--- src/rtl/mark_history_tracker.sv ---
// Live-mark tracker for two players on a CELLS-cell board. Each player keeps at most
// HIST marks in a circular history; placing one more mark retires that player's oldest.
module mark_history_tracker #(
  parameter int CELLS        = 9,
  parameter int POS_W        = 4,
  parameter int HIST         = 3,
  parameter int ENFORCE_TURN = 1
) (
  input  logic                         clk,
  input  logic                         reset,
  input  logic                         game_state,
  input  logic                         clear,
  input  logic                         player_a_move,
  input  logic                         player_b_move,
  input  logic [POS_W-1:0]             pos,
  output logic [2*CELLS-1:0]           game_grid,
  output logic                         move_ack,
  output logic                         move_reject,
  output logic [1:0]                   reject_code,
  output logic [$clog2(HIST+1)-1:0]    a_count,
  output logic [$clog2(HIST+1)-1:0]    b_count,
  output logic                         oldest_valid,
  output logic [POS_W-1:0]             oldest_pos,
  output logic                         turn
);

  localparam int CNT_W = $clog2(HIST + 1);
  localparam int PTR_W = (HIST > 1) ? $clog2(HIST) : 1;

  localparam logic [1:0] CODE_OCCUPIED = 2'd1;
  localparam logic [1:0] CODE_RANGE    = 2'd2;
  localparam logic [1:0] CODE_TURN     = 2'd3;

  function automatic logic [PTR_W-1:0] ptr_inc(input logic [PTR_W-1:0] p);
    return (p == PTR_W'(HIST - 1)) ? '0 : p + 1'b1;
  endfunction

  function automatic logic [CELLS-1:0] cell_bit(input logic [POS_W-1:0] p);
    return CELLS'(1) << p;
  endfunction

  logic [CELLS-1:0] r_grid_a, r_grid_b;
  logic [POS_W-1:0] r_fifo_a [HIST];
  logic [POS_W-1:0] r_fifo_b [HIST];
  logic [PTR_W-1:0] r_wp_a, r_rp_a, r_wp_b, r_rp_b;
  logic [CNT_W-1:0] r_cnt_a, r_cnt_b;
  logic             r_turn, r_ack, r_rej;
  logic [1:0]       r_code;

  logic [CELLS-1:0] w_sel, w_a_drop, w_b_drop;
  logic             w_a_full, w_b_full, w_both, w_any;
  logic             w_wrong_turn, w_range_err, w_occupied;
  logic             w_oldest_valid;
  logic [POS_W-1:0] w_oldest_pos;

  assign w_sel        = cell_bit(pos);
  assign w_a_full     = (r_cnt_a == CNT_W'(HIST));
  assign w_b_full     = (r_cnt_b == CNT_W'(HIST));
  assign w_a_drop     = w_a_full ? cell_bit(r_fifo_a[r_rp_a]) : '0;
  assign w_b_drop     = w_b_full ? cell_bit(r_fifo_b[r_rp_b]) : '0;
  assign w_both       = player_a_move & player_b_move;
  assign w_any        = player_a_move | player_b_move;
  assign w_wrong_turn = (ENFORCE_TURN != 0) && (player_b_move != r_turn);
  assign w_range_err  = int'(pos) >= CELLS;
  // The mover's own oldest mark still counts as occupied, so it cannot be re-placed.
  assign w_occupied   = |(w_sel & (r_grid_a | r_grid_b));

  always_comb begin
    w_oldest_valid = 1'b0;
    w_oldest_pos   = '0;
    if (!r_turn && w_a_full) begin
      w_oldest_valid = 1'b1;
      w_oldest_pos   = r_fifo_a[r_rp_a];
    end else if (r_turn && w_b_full) begin
      w_oldest_valid = 1'b1;
      w_oldest_pos   = r_fifo_b[r_rp_b];
    end
  end

  always_ff @(posedge clk or negedge reset) begin
    if (!reset) begin
      r_grid_a <= '0;
      r_grid_b <= '0;
      r_wp_a   <= '0;
      r_rp_a   <= '0;
      r_wp_b   <= '0;
      r_rp_b   <= '0;
      r_cnt_a  <= '0;
      r_cnt_b  <= '0;
      r_turn   <= 1'b0;
      r_ack    <= 1'b0;
      r_rej    <= 1'b0;
      r_code   <= 2'd0;
      for (int i = 0; i < HIST; i++) begin
        r_fifo_a[i] <= '0;
        r_fifo_b[i] <= '0;
      end
    end else if (clear) begin
      r_grid_a <= '0;
      r_grid_b <= '0;
      r_wp_a   <= '0;
      r_rp_a   <= '0;
      r_wp_b   <= '0;
      r_rp_b   <= '0;
      r_cnt_a  <= '0;
      r_cnt_b  <= '0;
      r_turn   <= 1'b0;
      r_ack    <= 1'b0;
      r_rej    <= 1'b0;
      r_code   <= 2'd0;
      for (int i = 0; i < HIST; i++) begin
        r_fifo_a[i] <= '0;
        r_fifo_b[i] <= '0;
      end
    end else begin
      r_ack <= 1'b0;
      r_rej <= 1'b0;
      if (game_state && w_any) begin
        if (w_both || w_wrong_turn) begin
          r_rej  <= 1'b1;
          r_code <= CODE_TURN;
        end else if (w_range_err) begin
          r_rej  <= 1'b1;
          r_code <= CODE_RANGE;
        end else if (w_occupied) begin
          r_rej  <= 1'b1;
          r_code <= CODE_OCCUPIED;
        end else begin
          r_ack  <= 1'b1;
          r_code <= 2'd0;
          r_turn <= ~r_turn;
          if (player_a_move) begin
            r_grid_a         <= (r_grid_a & ~w_a_drop) | w_sel;
            r_fifo_a[r_wp_a] <= pos;
            r_wp_a           <= ptr_inc(r_wp_a);
            if (w_a_full) r_rp_a <= ptr_inc(r_rp_a);
            else          r_cnt_a <= r_cnt_a + 1'b1;
          end else begin
            r_grid_b         <= (r_grid_b & ~w_b_drop) | w_sel;
            r_fifo_b[r_wp_b] <= pos;
            r_wp_b           <= ptr_inc(r_wp_b);
            if (w_b_full) r_rp_b <= ptr_inc(r_rp_b);
            else          r_cnt_b <= r_cnt_b + 1'b1;
          end
        end
      end
    end
  end

  assign game_grid    = {r_grid_b, r_grid_a};
  assign move_ack     = r_ack;
  assign move_reject  = r_rej;
  assign reject_code  = r_code;
  assign a_count      = r_cnt_a;
  assign b_count      = r_cnt_b;
  assign oldest_valid = w_oldest_valid;
  assign oldest_pos   = w_oldest_pos;
  assign turn         = r_turn;

endmodule

--- config.mk ---
export PLATFORM = sky130hd
export DESIGN_NAME = mark_history_tracker
export DESIGN_NICKNAME = d
export VERILOG_FILES = /design/src/rtl/mark_history_tracker.sv
export SDC_FILE = /design/constraint.sdc
export NUM_CORES = 1
export LEC_CHECK = 0
export ABC_AREA = 1
export BUFFER_PORTS_ARGS = -buffer_cell sky130_fd_sc_hd__buf_2
export CORE_ASPECT_RATIO = 0.75
export CORE_MARGIN = 2
export CORE_UTILIZATION = 58
export DETAILED_ROUTE_END_ITERATION = 8
export GPL_TIMING_DRIVEN = 1
export PLACE_DENSITY_LB_ADDON = 0.08
export REMOVE_ABC_BUFFERS = 1
export SLEW_MARGIN = 30
export SYNTH_ARGS = -nofsm -noshare
export SYNTH_HDL_FRONTEND = slang
export SYNTH_SLANG_ARGS = --single-unit
export TNS_END_PERCENT = 5
--- constraint.sdc ---
create_clock -name clk -period 2.3 [get_ports clk]
set_clock_uncertainty 0.15 [all_clocks]
set_input_delay 0.575 -clock clk [delete_from_list [all_inputs] [get_ports clk]]
set_output_delay 0.575 -clock clk [all_outputs]
set_load 0.01 [all_outputs]
* Yosys cells after proc, flatten, opt, wreduce, memory -nomap -nowiden
Cells that the tools add are included.
** Storage, ports and cells
- Logic and storage cells :: 187
- Bits in registers :: 59
** Operators by class
- Add/sub/neg operators :: 6
- Muxes and demuxes :: 106
- $lt $le $gt $ge :: 7
- Reductions and logical operators :: 19
- Bitwise gates (word level) :: 15
- Shift-type cells :: 3
- Equality and inequality tests :: 13
** Operators with widths (number)
- 2-to-1 mux 12 bit :: 12
- 2-to-1 mux 9 bit :: 14
- 2-to-1 mux 2 bit :: 48
- 2-to-1 mux 4 bit :: 8
- bitwise AND 9 bit :: 3
- bitwise OR 9 bit :: 3
- left shift 1 x 4 -> 9 bit, first input constant :: 3
- bitwise mux 12 bit :: 2
- AND reduction 6 bit :: 4
- 2-to-1 mux 1 bit :: 18
- NOT 9 bit :: 2
- binary-select mux 4 bit (select 2 bit) :: 2
- demux 4 bit (select 2 bit) :: 2
- adder 2 x 1 -> 2 bit, second input constant :: 6
- == test 2 bit, second input constant :: 6
- greater-or-equal comparator 3 bit, second input constant :: 4
- inequality test 2 bit, second input constant :: 6
- NOT 2 -> 3 bit :: 4
- AND reduction 5 bit :: 2
- OR reduction 9 bit :: 1
- nonzero test 2 bit :: 4
- < comparator 3 x 1 -> 1 bit, second input constant :: 2
- logical AND 1 bit :: 5
- greater-or-equal comparator 4 bit, second input constant :: 1
- other kinds (7) :: 7

* Longest topological paths before layout
Gate-level depths: netlist of the first run.
- Depth after elaboration :: 15
- Mapped depth :: 13
- Depth with buffers taken out :: 11

* Worst setup path after synthesis of the first run
OpenSTA, ideal clock, no wires.
- Path type :: flip-flop to output port
- Start point :: reg r_cnt_a[0], in the netlist a_count[0]
- End point :: out oldest_pos[0]
- Data required time :: 1.575 ns
- Path buffers :: 0
- Setup slack :: 0.347 ns
- Cell stages (with the launch flop) :: 5
- Data arrival time :: 1.228 ns
- Path through :: dfrtp_1 ha_1 inv_1 or2_2 o22ai_1
** Between the ends
- Longest elaborated chain between the ends :: 3
** RTL lines
- start: declaration :: RTL line 46 : logic [CNT_W-1:0] r_cnt_a, r_cnt_b;
- start signal: assignment :: RTL line 137 : else r_cnt_a <= r_cnt_a + 1'b1;
- == test 2 bit :: RTL line 57 : assign w_a_full = (r_cnt_a == CNT_W'(HIST));
- logical AND 1 bit :: RTL line 71 : if (!r_turn && w_a_full) begin
- 2-to-1 mux 4 bit :: RTL line 71
- end: declaration :: RTL line 23 : output logic [POS_W-1:0] oldest_pos,
Every way passes these cells.

* Final worst setup path of the first run
- Start point :: reg r_rp_a[0]
- End point :: out oldest_pos[1]
** Between the ends
- Longest elaborated chain between the ends :: 5
** RTL lines
- start: declaration :: RTL line 45 : logic [PTR_W-1:0] r_wp_a, r_rp_a, r_wp_b, r_rp_b;
- start signal: assignment :: RTL line 136 : if (w_a_full) r_rp_a <= ptr_inc(r_rp_a);
- NOT 2 -> 3 bit (not written as such) :: RTL line 73 : w_oldest_pos = r_fifo_a[r_rp_a];
- binary-select mux 4 bit (select 2 bit) :: RTL line 73
- 2-to-1 mux 4 bit (not written as such) (2 in series) :: RTL line 73
- 2-to-1 mux 4 bit :: RTL line 71
Every way passes these cells. The select of a mux whose other input is x is not followed.

==> results of run 1 <==
[flip-flops by register name, summed over array words and instances, names as in the netlist]
name	cells
reject_code	2
r_fifo_b	12
r_grid_b	9
move_reject	1
move_ack	1
r_fifo_a	12
b_count	2
turn	1
r_wp_a	2
r_wp_b	2
r_grid_a	9
r_rp_a	2
r_rp_b	2
a_count	2
[cell usage in the layout, fill, tap and decap left out, types with 2 or more instances in the layout]
| cell type | instances |
|---|---|
| nand4_1 | 34 |
| buf_4 | 26 |
| inv_2 | 5 |
| o22ai_2 | 3 |
| buf_2 | 41 |
| dfrtp_1 | 56 |
| nand3_1 | 40 |
| clkbuf_1 | 2 |
| nor2_2 | 3 |
| clkbuf_8 | 10 |
| dfrtp_2 | 3 |
| or2_2 | 3 |
| o21ai_1 | 5 |
| nor2_1 | 40 |
| clkinv_2 | 3 |
| nor3_1 | 12 |
| nand3_2 | 5 |
| inv_1 | 40 |
| o21ai_0 | 22 |
| nor2_4 | 3 |
| buf_12 | 3 |
| nand2_1 | 212 |
[synthesized netlist by cell type (all sizes together)]
cell,instances,area [um2]
nand2,212,795.8
dfrtp,59,1476
inv,46,172.7
nand3,46,230.2
nor2,46,180.2
nand4,34,212.7
o21ai,27,135.1
nor3,12,60.06
buf,11,71.32
clkbuf,8,30.03
or2,4,25.02
o22ai,3,18.77
a21oi,2,13.76
ha,2,25.02
a21boi,1,7.510
a31oi,1,6.260
and3,1,6.260
nand3b,1,7.510
o211ai,1,7.510
[power groups by stage]
| stage | Sequential, uW | Combinational (uW) | Clock, uW |
|---|---|---|---|
| 6_report | 1420 | 1150 | 826 |
| 5_1_grt | 1450 | 1300 | 860 |
| 4_1_cts | 1410 | 1110 | 824 |
| 3_5_place_dp | 1410 | 1030 | 0 |
| 3_3_place_gp | 1410 | 999 | 0 |
| 2_1_floorplan | 1410 | 625 | 0 |
[through the flow]
step                        util  setup slack, ns
after global routing      0.7241         -0.07248
after CTS                 0.7159         -0.01922
final                     0.7241         -0.02865
after global placement    0.6744         -0.01424
after detailed placement  0.6744         -0.09177
after floorplan                -          -0.5341
[cells by family (layout without fill, tap and decap cells)]
logic type / count (synthesis) / after routing / synth area share
DFF: 59 / 59 / 0.4240
buffers and inverters: 65 / 131 / 0.07869
and+or+nand+nor: 356 / 356 / 0.4359
adders and majority gates: 2 / 2 / 0.007185
AOI/OAI and AO/OA: 35 / 35 / 0.05426
[how the worst max path moves through the flow]
| stage | end | startpoint | cells after the start |
|---|---|---|---|
| finish | oldest_pos[1] | r_rp_a[0] | 6 |
| global route | oldest_pos[0] | r_rp_b[0] | 7 |
| CTS | oldest_pos[1] | r_rp_a[1] | 6 |
| detailed placement | r_wp_b[1] | pos[0] | 11 |
| global placement | r_wp_b[0] | pos[3] | 12 |
| floorplan | r_grid_a[1] | pos[0] | 10 |
[layer usage]
metal | track usage | vias to the layer above
li1 | - | 1797
met1 | 0.4734 | 1706
met2 | 0.5028 | 215
met3 | 0.05644 | 13
met4 | 0.07516 | 0
met5 | 0 | -
[layout make-up]
cell class | count | area (um2)
Clock inverter | 3 | 15.01
Inverter | 46 | 175.2
Clock buffer | 12 | 145.1
Tap cell | 78 | 97.59
Fill cell | 490 | 1599
Multi-Input combinational cell | 393 | 1823
Sequential cell | 59 | 1480
Timing Repair Buffer | 70 | 460.4
[timing repair]
action                                  4_1_cts  5_1_grt
pin swaps                                     0        2
hold buffers                                  0        0
buffers inserted                              3        1
gates resized for setup                      18       10
endpoints found under the setup margin        4        9
==> flow_summary.ini, run 1 <==
[route]
route.met2.wl_mm = 4.613
routed.top_layer = met4
wl_per_cell_um = 15.40
vias = 3731
wl_mm = 10.18
wl_met3_um = 972
vias_per_cell = 5.644
first_pass_iters = 6
drt-met1-wl_mm = 4.490
dr.first_iter.drc_count = 353
drc = 0
ant_nets = 0

[placement]
place_congestion = 0.9742
placed_cell_area_um2 = 3909
dp.cells = 642
place.detailed.hpwl_mm = 7.539
portBuffers = 41

[setup_path]
cp_slowest_stage_delay_ns = 0.49
worstPathRequired_ns = 1.57
cpMostUsedCell = nand3_1
path_cells = inv_4 -> nand3_1 -> nand3_1 -> inv_1 -> o22ai_2 -> buf_2
crit_slowest_cell = dfrtp_2
cp-end-kind = primary output
cp.arrival_ns = 1.60
worst_r2r_endpoint = r_fifo_b[0]
path_buf_inv = 3
r2r-start = r_grid_b[7]
crit_fanout = 9
r2r_setup_slack_ns = 0.23
critical_path_class = reg2out
startpoint_type = flip-flop
r2r_cells = 10
path_delay_family = flip-flops

[sta]
fmax_mhz = 429.4
report.final.hold_viol_count = 0
whs_ns = 0.06516
fin_setup_tns_ns = -0.02865
period_minus_slack_ns = 2.329
finalWorstSetupSlack_ns = -0.02865
slew_viol_final = 0
post-route-period-util = 1.012
relSlewSlack = 0.6817
worstMarginPinSlew_ns = 0.4764
grt_setup_unrepaired = true
setup_viol = 1

[pwr]
internal-power_uw = 2055
leakagePower_uw = 0.002355
peakVddDrop_mv = 0.5695
pwr_density_cell_nw_per_um2 = 810.8
power_frac_seq = 0.418
power_uw = 3402
switching_share = 0.3962
clkPwrFrac = 0.243
p_switching_uw = 1348
comb_power_share = 0.339

[finish]
drive_gt1_frac = 0.1938
fin_area_um2 = 4197
fin_nets = 591
area_delta_synth_final_pct = 20.52
fin_cells = 661
num_antenna_cells = 0

[die]
io-pin-count = 42
start_util = 0.6008
core_area_um2 = 5796
die_h_um = 71.10
die_area_um2 = 6646
rows = 24
die_w_um = 93.47

[clock_network]
cts.sinks = 59
cts_tree = done
path_clk_slew_ns = 0.07
htree_levels = 3
cts_buffers = 9
root_buffer = clkbuf_8
cts.path.max_buffers = 2
insertion_delay_ns = 0.35

[global_route]
grtUsageTotal = 0.3225
grt_max_degree = 60
grt_pass1_wl_mm = 16.52
gr-total-overflow = 0
antenna_found_initial = 0
first_global_vias = 3338

[flow_run]
cap_violations = 0

[synthesis]
netlist_instances = 517
avgSynthCellArea_um2 = 6.735
ys_warn_count = 0
synth-seq-area-share = 0.4240
synth.distinct_cells = 26
synth-seq-cells = 59
syn_area_um2 = 3482

[hold_path]
hold_path_class = in2async

[outcome]
status = complete, but fails checks
violations = setup timing
No activity file was read; power rests on OpenSTA's default activity.
==> inputs of run 2 (changes only) <==
--- a/config.mk
+++ b/config.mk
@@ -5,7 +5,6 @@
 export SDC_FILE = /design/constraint.sdc
 export NUM_CORES = 1
 export LEC_CHECK = 0
-export ABC_AREA = 1
 export BUFFER_PORTS_ARGS = -buffer_cell sky130_fd_sc_hd__buf_2
 export CORE_ASPECT_RATIO = 0.75
 export CORE_MARGIN = 2
==> flow_summary.ini, run 2 <==
[global_route]
gr-total-overflow = 0
grt_pass1_wl_mm = 15.28
first_global_vias = 2852
antenna_found_initial = 0
grtUsageTotal = 0.3345
grt_max_degree = 43

[synthesis]
ys_warn_count = 0
synth-main-ff-cell = dfrtp_1
yosys-top-cells-area = dfrtp_1 (46%), mux2i_1 (7.2%), nor2_1 (4.1%)
synth_top_area_share = 0.4611
synth_top_area_cell = dfrtp_1
synth_edf_count = 0
synth-seq-area-share = 0.4611
synth-seq-cells = 59
netlist_instances = 320
yosysMostFrequentCell = dfrtp_1
syn_area_um2 = 3202
avgSynthCellArea_um2 = 10.01
synth.distinct_cells = 59
ys_top_cells_by_count = dfrtp_1 (59), nor2_1 (35), mux2i_1 (23), a21oi_1 (18)
async_reset_ff_frac = 1.000

[pwr]
peakVddDrop_mv = 0.3339
pwr_density_cell_nw_per_um2 = 491.9
leakagePower_uw = 0.002105
power_uw = 2136

[die]
io-pin-count = 42
core_area_um2 = 5324
die_w_um = 89.80
die_h_um = 68.35
start_util = 0.6014
die_area_um2 = 6137
rows = 23

[route]
drc = 0
route.met2.wl_mm = 4.461
first_pass_iters = 7
ant_nets = 0
wl_met3_um = 986
drt-met1-wl_mm = 4.593
dr.first_iter.drc_count = 401
vias_per_cell = 6.413
wl_mm = 10.21
wl_per_cell_um = 20.46
routed.top_layer = met4
vias = 3200

[setup_path]
startpoint_type = flip-flop
critical_path_class = reg2out
worstPathRequired_ns = 1.57
cp.arrival_ns = 1.76
cp-end-kind = primary output
crit_fanout = 7
r2r_cells = 7

[sta]
period_minus_slack_ns = 2.487
post-route-period-util = 1.081
setup_viol = 12
finalWorstSetupSlack_ns = -0.1866
fmax_mhz = 402.2
report.final.hold_viol_count = 0
relSlewSlack = 0.6601
slew_viol_final = 0
worstMarginPinSlew_ns = 0.5064
fin_setup_tns_ns = -0.7248
grt_setup_unrepaired = true

[placement]
place_ws_ns = -0.4026
portBuffers = 41
place_congestion = 0.9755
place.detailed.hpwl_mm = 7.133
placed_cell_area_um2 = 3900

[flow_run]
cap_violations = 0

[finish]
fin_area_um2 = 4342
reg_top3 = r_fifo_a x12, r_fifo_b x12
mostFrequentLayoutCell = buf_4
drive_gt1_frac = 0.3939
final_cell_mix = buf_4 (63), dfrtp_1 (58), buf_2 (40)
num_antenna_cells = 0
fin_nets = 432
area_delta_synth_final_pct = 35.60

[clock_network]
cts_buffers = 9
path_clk_slew_ns = 0.07
htree_levels = 3
root_buffer = clkbuf_8
cts.path.max_buffers = 2
cts_hold_buffers = 0
cts_tree = done
insertion_delay_ns = 0.35
cts.sinks = 59

[hold_path]
hold_path_class = in2async

[outcome]
status = complete, but fails checks
violations = setup timing
## run 2: cell count changes after synthesis, sizes merged, moves of 5 or more
cell	previous run	this run
nand2	212	17
inv	46	9
nand4	34	1
nand3	46	16
mux2i	0	23
a21oi	2	20
nor2	46	35
a22o	0	9
nor3	12	4
nor2b	0	7
nor4b	0	7
a2bb2oi	0	6
nand2b	0	5
## run 2: final timing paths
kind | slack, ns | start | endpoint
worst max-delay path | -0.19 | r_rp_a[1] | oldest_pos[3]
worst min-delay path | 0.03 | reset | move_reject
worst max register to register | -0.01 | r_rp_a[1] | r_grid_a[6]
worst min register to register | 0.38 | r_fifo_a[9] | r_fifo_a[9]
max in group asynchronous | 1.37 | reset | r_rp_a[1]
min in group clk | 0.38 | r_fifo_a[9] | r_fifo_a[9]
## run 2: report_power, final
group          total [uW]  internal [uW]  switching, uW
Sequential           1050           1050           6.98
Combinational         207           81.2            126
Clock                 874            470            405
Total                2140           1600            538
## run 2: metal layers
layer  track usage  up-vias
met5             0        -
met3       0.06718       19
met2        0.4934      202
met4        0.1462        0
met1        0.4858     1585
li1              -     1394
## run 2: timing repair
item | in CTS | in global routing
setup endpoints to repair | 28 | 58
pin swaps | 2 | 7
resized for setup | 17 | 31
setup buffers | 1 | 1
## run 2: cells by family after synthesis
group	Yosys count	share of synthesized area
flops	59	0.4611
mux	23	0.07190
compound gates	95	0.2122
fa+ha+maj	2	0.007814
xor+xnor	1	0.002736
buf+inv	25	0.03517
simple gates	115	0.2091
## run 2: area by class of cell
class	instances	area [um2]
clock inverters	2	10.01
clock buffers	13	168.9
multi-input cells	236	1857
repair buffers	105	700.7
flip-flops and latches	59	1478
fillers	339	982.2
inverters	9	33.78
well taps	75	93.84
## run 2: critical path: stages, from the launching register on
cell and delay, ns:
dfrtp_2 0.51, mux2i_2 0.30, a2bb2oi_2 0.25, buf_4 0.16
o21ai_2 0.05, buf_2 0.14
## run 2: stage by stage
stage / std cells / util / hold WS [ns]
6_report: 499 / 0.8155 / 0.03457
5_1_grt: 499 / 0.8155 / 0.07549
4_1_cts: 498 / 0.7807 / 0.04439
3_5_place_dp: 482 / 0.7326 / 0.3451
3_3_place_gp: 482 / 0.7326 / 0.3371
2_1_floorplan: 304 / - / 0.1294
